### src/rtl/bp_pkg.sv
// Shared types for the two-bit branch predictor: counter encoding, in-flight entry
// layout and the saturating counter helpers.
package bp_pkg;

  typedef enum logic [1:0] {
    SNT = 2'd0,
    WNT = 2'd1,
    WT  = 2'd2,
    ST  = 2'd3
  } ctr_t;

  // Widest BHT index an entry can carry; the top level uses the low IDX_BITS.
  localparam int IDX_W_MAX = 16;

  typedef struct packed {
    logic [IDX_W_MAX-1:0] idx;
    logic                 predicted;
    logic [31:0]          jump_addr;
    logic [31:0]          next_addr;
  } pend_entry_t;

  function automatic ctr_t ctr_update(input ctr_t c, input logic taken);
    logic [2:0] ext;
    ext = {1'b0, c};
    if (taken) ext = (ext == 3'd3) ? 3'd3 : ext + 3'd1;
    else       ext = (ext == 3'd0) ? 3'd0 : ext - 3'd1;
    return ctr_t'(ext[1:0]);
  endfunction

  function automatic logic ctr_taken(input ctr_t c);
    return (c == WT) || (c == ST);
  endfunction

endpackage

### src/rtl/bp_pending_fifo.sv
// Circular queue of in-flight branch entries with push, pop, clear, count and full.
// DEPTH must be a power of two so the pointers wrap on their own.
module bp_pending_fifo
  import bp_pkg::*;
#(
  parameter int DEPTH = 8
) (
  input  logic                       clk,
  input  logic                       rst,
  input  logic                       en,
  input  logic                       push,
  input  logic                       pop,
  input  logic                       clear,
  input  pend_entry_t                push_data,
  output pend_entry_t                head_data,
  output logic [$clog2(DEPTH):0]     count,
  output logic                       full,
  output logic                       empty
);

  localparam int PTR_W = $clog2(DEPTH);

  pend_entry_t      mem [DEPTH];
  logic [PTR_W-1:0] head;
  logic [PTR_W-1:0] tail;
  logic             do_push;
  logic             do_pop;

  assign full      = (count == (PTR_W+1)'(DEPTH));
  assign empty     = (count == '0);
  assign head_data = mem[head];
  assign do_push   = en && push && !full && !clear;
  assign do_pop    = en && pop && !empty && !clear;

  // Clear dominates: a flush throws away every in-flight branch at once.
  always_ff @(posedge clk or posedge rst) begin
    if (rst) begin
      head  <= '0;
      tail  <= '0;
      count <= '0;
    end else if (en) begin
      if (clear) begin
        head  <= '0;
        tail  <= '0;
        count <= '0;
      end else begin
        if (do_push) tail <= tail + PTR_W'(1);
        if (do_pop)  head <= head + PTR_W'(1);
        case ({do_push, do_pop})
          2'b10:   count <= count + (PTR_W+1)'(1);
          2'b01:   count <= count - (PTR_W+1)'(1);
          default: count <= count;
        endcase
      end
    end
  end

  always_ff @(posedge clk) begin
    if (do_push) mem[tail] <= push_data;
  end

endmodule

### src/rtl/bht_predictor.sv
// Two-bit BHT branch predictor with an in-flight queue, flush pulses and IF redirect.
// Define BHT_GSHARE_EN to XOR a global history register into the table index.
module bht_predictor
  import bp_pkg::*;
#(
  parameter int IDX_BITS   = 6,
  parameter int PEND_DEPTH = 8
) (
  input  logic        clk,
  input  logic        rst,
  input  logic        rdy,
  input  logic        ask_predictor,
  input  logic [31:0] now_ins_addr,
  input  logic [31:0] jump_addr_from_if,
  input  logic [31:0] next_addr_from_if,
  output logic        jump,
  output logic        predictor_sgn_rdy,
  output logic        predictor_full,
  output logic        if_flush,
  output logic        lsb_flush,
  output logic        rob_flush,
  output logic        rs_flush,
  output logic        register_flush,
  output logic        cdb_flush,
  output logic [31:0] addr_to_if,
  input  logic        branch_commit,
  input  logic        branch_jump
);

  localparam int NUM_CTR = 1 << IDX_BITS;

  ctr_t                     bht [NUM_CTR];
  logic [IDX_BITS-1:0]      pc_idx;
  logic [IDX_BITS-1:0]      q_idx;
  logic [IDX_BITS-1:0]      head_idx;
  pend_entry_t              head;
  pend_entry_t              push_entry;
  logic [$clog2(PEND_DEPTH):0] pend_count;
  logic                     fifo_full;
  logic                     fifo_empty;
  logic                     commit_ok;
  logic                     mispredict;
  logic                     query_ok;
  logic                     q_pred;
  logic                     flush_q;
  logic                     unused_bits;

  assign pc_idx = now_ins_addr[IDX_BITS+1:2];

`ifdef BHT_GSHARE_EN
  logic [IDX_BITS-1:0] ghr;

  assign q_idx = pc_idx ^ ghr;

  // History advances on every accepted commit, mispredicted or not.
  always_ff @(posedge clk or posedge rst) begin
    if (rst)                   ghr <= '0;
    else if (rdy && commit_ok) ghr <= {ghr[IDX_BITS-2:0], branch_jump};
  end
`else
  assign q_idx = pc_idx;
`endif

  assign head_idx   = head.idx[IDX_BITS-1:0];
  assign commit_ok  = branch_commit && !fifo_empty;
  assign mispredict = commit_ok && (head.predicted != branch_jump);
  assign query_ok   = ask_predictor && !fifo_full && !mispredict;
  assign q_pred     = ctr_taken(bht[q_idx]);

  assign predictor_full = fifo_full;
  assign unused_bits    = ^{head, now_ins_addr, pend_count};

  always_comb begin
    push_entry                    = '0;
    push_entry.idx[IDX_BITS-1:0]  = q_idx;
    push_entry.predicted          = q_pred;
    push_entry.jump_addr          = jump_addr_from_if;
    push_entry.next_addr          = next_addr_from_if;
  end

  bp_pending_fifo #(
    .DEPTH(PEND_DEPTH)
  ) u_pending (
    .clk       (clk),
    .rst       (rst),
    .en        (rdy),
    .push      (query_ok),
    .pop       (commit_ok),
    .clear     (mispredict),
    .push_data (push_entry),
    .head_data (head),
    .count     (pend_count),
    .full      (fifo_full),
    .empty     (fifo_empty)
  );

  // The query reads the table combinationally, so a same-cycle update to the
  // same counter is not visible to it.
  always_ff @(posedge clk or posedge rst) begin
    if (rst) begin
      for (int i = 0; i < NUM_CTR; i++) bht[i] <= WNT;
    end else if (rdy && commit_ok) begin
      bht[head_idx] <= ctr_update(bht[head_idx], branch_jump);
    end
  end

  always_ff @(posedge clk or posedge rst) begin
    if (rst) begin
      predictor_sgn_rdy <= 1'b0;
      jump              <= 1'b0;
      flush_q           <= 1'b0;
      addr_to_if        <= '0;
    end else if (rdy) begin
      predictor_sgn_rdy <= query_ok;
      flush_q           <= mispredict;
      if (query_ok)   jump       <= q_pred;
      if (mispredict) addr_to_if <= branch_jump ? head.jump_addr : head.next_addr;
    end
  end

  assign if_flush       = flush_q;
  assign lsb_flush      = flush_q;
  assign rob_flush      = flush_q;
  assign rs_flush       = flush_q;
  assign register_flush = flush_q;
  assign cdb_flush      = flush_q;

endmodule

### config.mk
export PLATFORM = sky130hd
export DESIGN_NAME = bht_predictor
export DESIGN_NICKNAME = d
export VERILOG_FILES = /design/src/rtl/bp_pkg.sv /design/src/rtl/bp_pending_fifo.sv /design/src/rtl/bht_predictor.sv
export SDC_FILE = /design/constraint.sdc
export NUM_CORES = 1
export LEC_CHECK = 0
export ABC_CLOCK_PERIOD_IN_PS = 11750
export BUFFER_PORTS_ARGS = -buffer_cell sky130_fd_sc_hd__buf_2
export CAP_MARGIN = 20
export CORE_MARGIN = 3
export CORE_UTILIZATION = 35
export DETAILED_ROUTE_END_ITERATION = 7
export GPL_TIMING_DRIVEN = 0
export PLACE_DENSITY_LB_ADDON = 0.05
export SYNTH_ARGS = -nofsm -noshare
export SYNTH_HDL_FRONTEND = slang
export SYNTH_HIERARCHICAL = 1
export SYNTH_SLANG_ARGS = --single-unit
### constraint.sdc
create_clock -name clk -period 11.75 [get_ports clk]
set_clock_uncertainty 0.05 [all_clocks]
set_input_delay 1.7625 -clock clk [delete_from_list [all_inputs] [get_ports clk]]
set_output_delay 1.7625 -clock clk [all_outputs]
set_load 0.01 [all_outputs]
# --- Word-level counts from Yosys, hierarchy flattened ---
# Memories as Yosys holds them, arrays and structs flattened.
# Index checks and enable logic that the tools add are counted.
word_totals:
  regBits: 173
  latch_bits: 0
  ramBits: 568
  mem_bits_ro: 0
  input_bits: 102
  n_memories: 1
mem_list:
  columns: ["name", "depth", "width", "read_ports", "rd_clocked_by_memory_dff", "wr", "line_no", "text"]
  rows:
  - ["u_pending.mem", 8, 71, 1, 0, 1, "bp_pending_fifo.sv:23", "pend_entry_t mem [DEPTH];"]
classes:
  n_addsub: 6
  n_mul: 0
  div_mod_pow: 0
  order_cmp: 3
  eq_ne: 7
  n_shift: 0
  mux: 22
  n_bitwise: 2
  reduce_logical: 25
op_table:
  columns: ["op", "n"]
  rows:
  - ["bitwise mux 128 bit", 1]
  - ["2-to-1 mux 32 bit", 1]
  - ["binary-select mux 2 bit (select 6 bit)", 2]
  - ["2-to-1 mux 2 bit", 9]
  - ["greater-or-equal comparator 7 bit, second input constant", 2]
  - ["inverter 6 -> 7 bit", 2]
  - ["demux 2 bit (select 6 bit)", 1]
  - ["2-to-1 mux 3 bit", 4]
  - ["logical AND 1 bit", 11]
  - ["AND reduction 2 bit", 5]
  - ["equality test 2 bit, second input constant", 4]
  - ["case mux 4 bit (2 select lines)", 1]
  - ["< comparator 7 x 1 -> 1 bit, second input constant", 1]
  - ["adder 3 x 1 -> 3 bit, second input constant", 2]
  - ["adder 4 x 1 -> 4 bit, second input constant", 1]
  - ["equality test 4 bit, second input constant", 1]
  - ["zero test 4 bit", 1]
  - ["2-to-1 mux 4 bit", 1]
  - ["nonzero test 2 bit", 2]
  - ["subtractor 4 x 1 -> 4 bit, second input constant", 1]
  - ["zero test 1 bit", 3]
  - ["nonzero test 3 bit", 1]
  - ["adder 2 x 1 -> 2 bit, second input constant", 1]
  - ["equality test 2 x 1 -> 1 bit, second input constant", 1]
  - ["5 further kinds", 6]

# --- Depth between registers and ports, before layout ---
depth:
  ltp_word: 12
  mapped_depth: 16
  depth_no_buf: 13

# --- By module ---
# The synthesis kept the hierarchy.
by_module_without_submodules:
  columns: ["mod", "n_inst", "cells_per_inst", "area_each_um2", "seq_area_each_um2"]
  rows:
  - ["bp_pending_fifo", 1, 1016, 24940.2, 19708.9]
  - ["bht_predictor", 1, 744, 8346.8, 4159.0]

# --- Worst setup path before layout ---
# OpenSTA, ideal clock, no wires.
synth_timing:
  path_type: "input-to-reg"
  start: "in branch_jump"
  end: "mem u_pending/mem[0][0] in the netlist's numbering, enable pin"
  arrival_time_ns: 11.004
  required_time_ns: 10.981
  path_slack_ns: -0.023
  stages: 8
  path_buffers: 1
  cell_sequence: "clkbuf_1 > xnor2_1 > nor2b_1 > nor3b_1 > inv_1 > nor2_1 > nand2_1 > nor4_1"
synth_via:
  elab_chain_cells: 9
synth_lines:
  columns: ["element", "line_no", "text"]
  rows:
  - ["start, declared", "bht_predictor.sv:27", "input logic branch_jump"]
  - ["inequality test 1 bit", "bht_predictor.sv:66", "assign mispredict = commit_ok && (head.predicted != branch_jump);"]
  - ["logical AND 1 bit", "bht_predictor.sv:66", null]
  - ["net mispredict", "bht_predictor.sv:42", "logic mispredict;"]
  - ["zero test 1 bit", "bht_predictor.sv:67", "assign query_ok = ask_predictor && !fifo_full && !mispredict;"]
  - ["logical AND 1 bit", "bht_predictor.sv:67", null]
  - ["net query_ok", "bht_predictor.sv:43", "logic query_ok;"]
  - ["logical AND 1 bit (3 in a row)", "bp_pending_fifo.sv:32", "assign do_push = en && push && !full && !clear;"]
  - ["2-to-1 mux 1 bit", "bp_pending_fifo.sv:59", "if (do_push) mem[tail] <= push_data;"]
  - ["2-to-1 mux 1 bit (not written as such)", "bp_pending_fifo.sv:59", null]
  - ["end, declared", "bp_pending_fifo.sv:23", null]
# The timed path passes the listed nets, and every way through them passes these cells.

==> run_results.csv <==
group,metric,value,unit
place,post-dp-hpwl,54.8,mm
timing,post-route-period-util,0.571,
status,outcome,"finished, final reports clean",
synthesis,synthesis.area,30300,sq um
floorplanning,core.rowCount,107,
route,route.antenna.remaining_nets,0,
power,p_int,0.00582,W
final_layout,layout_cell_share_with_drive_strength_beyond_1,0.379,
worst_setup_path,cells_along_the_critical_path,"buf_2 > buf_2 > buf_1 > mux4_2 > mux2_2 > xnor2_1 > nor2b_1 > nor3b_1 > inv_1 > nor2_1 > nand2_1 > nor4_2 > buf_4 > buf_4 > buf_4 > buf_4 > buf_4 > buf_4",
power,switching_power,0.00279,W
timing,achievable_frequency,0.149,GHz
power,power_frac_clock,0.297,
route,drt_first_pass_iters,5,
worst_setup_path,timing.critical_path.slowest_stage_cell,"sky130_fd_sc_hd__nor4_2",
cts,clkLatencyLatePin,630,ps
route,vias_per_std_cell,5.18,
place,numPortBuffers,115,
final_layout,finish.net_count,2031,
cts,postCtsHoldBufs,0,
cts,cts_tree,"yes",
floorplanning,initial_core_util,0.354,
timing,rsz0062_at_grt,"false",
timing,setup_viol_count_final,0,
final_layout,multi_input_comb_area,8360,sq um
cts,cts_buf_count,84,
timing,final_hold_violations,0,
floorplanning,io_pins,143,
cts,resize_count_post_cts,0,
synthesis,yosys_warnings,6,
global_route,globalRouteOverflowTotal,0,
power,power_switching_share,0.324,
worst_setup_path,setup.worst_path.class,"reg -> reg",
global_route,grt_pass1_wl,120,mm
timing,post-route-min-period,6710,ps
power,irDropWorstVdd,137,uV
floorplanning,full_die_area,90200,sq um
place,gpl.final_weighted_congestion,0.791,
synthesis,synth.avg_cell_area,18.4,sq um
final_layout,area_growth_from_synthesis_to_final_layout,18.7,%
timing,tightestPinTransition,1190,ps
cts,cts.sink_count,741,
min_path,min-delay-path-class,"reg -> reg",
global_route,track_usage,0.183,
route,avgRoutedWirePerCell,25.7,um
cts,clk_transition_reported_paths,60,ps
power,sequentialPowerShare,0.386,
global_route,grt_antenna_before_repair,11,
cts,master_cell_of_the_clock_root_buffer,"sky130_fd_sc_hd__clkbuf_16",
floorplanning,dieHeight,300,um
worst_setup_path,critical-path-max-stage-delay,750,ps
timing,maxSlewViolCount,0,
route,routed_wl,80.9,mm
timing,setup_tns,0,ps
final_layout,finalInstanceArea,36000,sq um
worst_setup_path,critical_path_peak_fanout,10,
floorplanning,die-width,300,um
synthesis,syn-num-nets,1756,
power,power-per-cell-area,239,nW/um^2
worst_setup_path,path_common_cell,"sky130_fd_sc_hd__buf_4",
cts,max-clock-path-buffers,3,
place,placed_cell_area,33300,sq um
worst_setup_path,start_kind,"register",
timing,max_slew_margin,0.206,
power,cellLeakagePower,12.4,nW
global_route,first_global_vias,17300,
synthesis,synthesis.instances,1649,
power,share_comb_of_total_power,0.317,
worst_setup_path,critical_path_required,12040,ps
floorplanning,core,85500,sq um
final_layout,layout.area.seq,21500,sq um
route,detailroute.via_count,16300,
cts,cts_max_level,3,
route,initialDrtViolationCount,1093,
worst_setup_path,crit_path_capture_type,"register",
job,cap_viol_max_count,0,
route,drc,0,
worst_setup_path,worstPathArrival,7000,ps
cts,post_cts.repair.setup_buffers,0,
global_route,pin_count_of_the_biggest_net_entering_global_routing,103,
final_layout,num-fill-cells,7666,
-- stage by stage --
step | power (W) | hold slack, ps | util | setup slack, ps | cells
3_5_place_dp | 0.00617 | 421 | 0.389 | 4840 | 2982
4_1_cts | 0.00876 | 429 | 0.421 | 4810 | 3137
5_1_grt | 0.00907 | 441 | 0.421 | 4410 | 3137
6_report | 0.00861 | 423 | 0.421 | 5040 | 3141
2_1_floorplan | 0.00514 | 405 | - | 957 | 1649
3_3_place_gp | 0.00613 | 413 | 0.378 | -8800 | 2908
-- worst max-delay path, delay by kind of cell (launching register included) --
family,cells,cell delay [ps]
flops,1,340
buf+inv,10,2750
simple gates,5,2170
mux,2,690
xor+xnor,1,380
-- flip-flops by register name (all words and copies together), names as in the netlist --
signal             flops
u_pending/tail         3
u_pending/count        4
u_pending/head         3
jump                   1
addr_to_if            32
predictor_sgn_rdy      1
bht                  128
cdb_flush              1
u_pending/mem        568
-- final cells by class --
type,count,share of cell area
clock buffer,109,0.0656
sequential,741,0.596
clock inverter,46,0.00966
multi-input combinational,796,0.232
antenna,4,0.000278
buffer,99,0.0138
timing repair buffer,189,0.0408
inverter,13,0.00160
tap,1144,0.0398
-- per-layer routing --
metal	global-route usage	wire length, um
met1	0.243	34700
met2	0.308	40300
met3	0.0363	3890
met4	0.0461	1860
met5	0	57
-- power groups by stage --
stage               Sequential, W  Combinational (W)  Clock, W
finish                    0.00333            0.00273   0.00256
global route              0.00336            0.00297   0.00274
CTS                       0.00333            0.00280   0.00263
detailed placement        0.00338            0.00279         0
global placement          0.00341            0.00272         0
floorplan                 0.00337            0.00177         0
-- final timing paths --
path | startpoint | to | slack [ps] | depth (start not counted)
max | u_pending/head[1] | u_pending/mem[0][46] | 5040 | 18
min in group asynchronous | rst | u_pending/count[0] | 1120 | 2
min reg2reg | bht[12] | bht[12] | 420 | 2
min | bht[12] | bht[12] | 420 | 2
max in group asynchronous | rst | addr_to_if[4] | 9520 | 3
max reg2reg | u_pending/head[1] | u_pending/mem[0][46] | 5040 | 18
-- cell usage in the layout (no fill, tap or decap), drive strengths merged, types with 5 or more instances in the layout --
master / n
a21oi: 37
a221oi: 9
a22oi: 15
buf: 236
clkbuf: 161
clkinv: 37
dfrtp: 109
dfstp: 64
edfxtp: 568
inv: 15
mux2: 148
mux2i: 50
mux4: 174
nand2: 141
nand3: 11
nor2: 52
nor2b: 6
nor3: 7
o21ai: 74
o22ai: 5
Power figures use the tool's default switching activity.
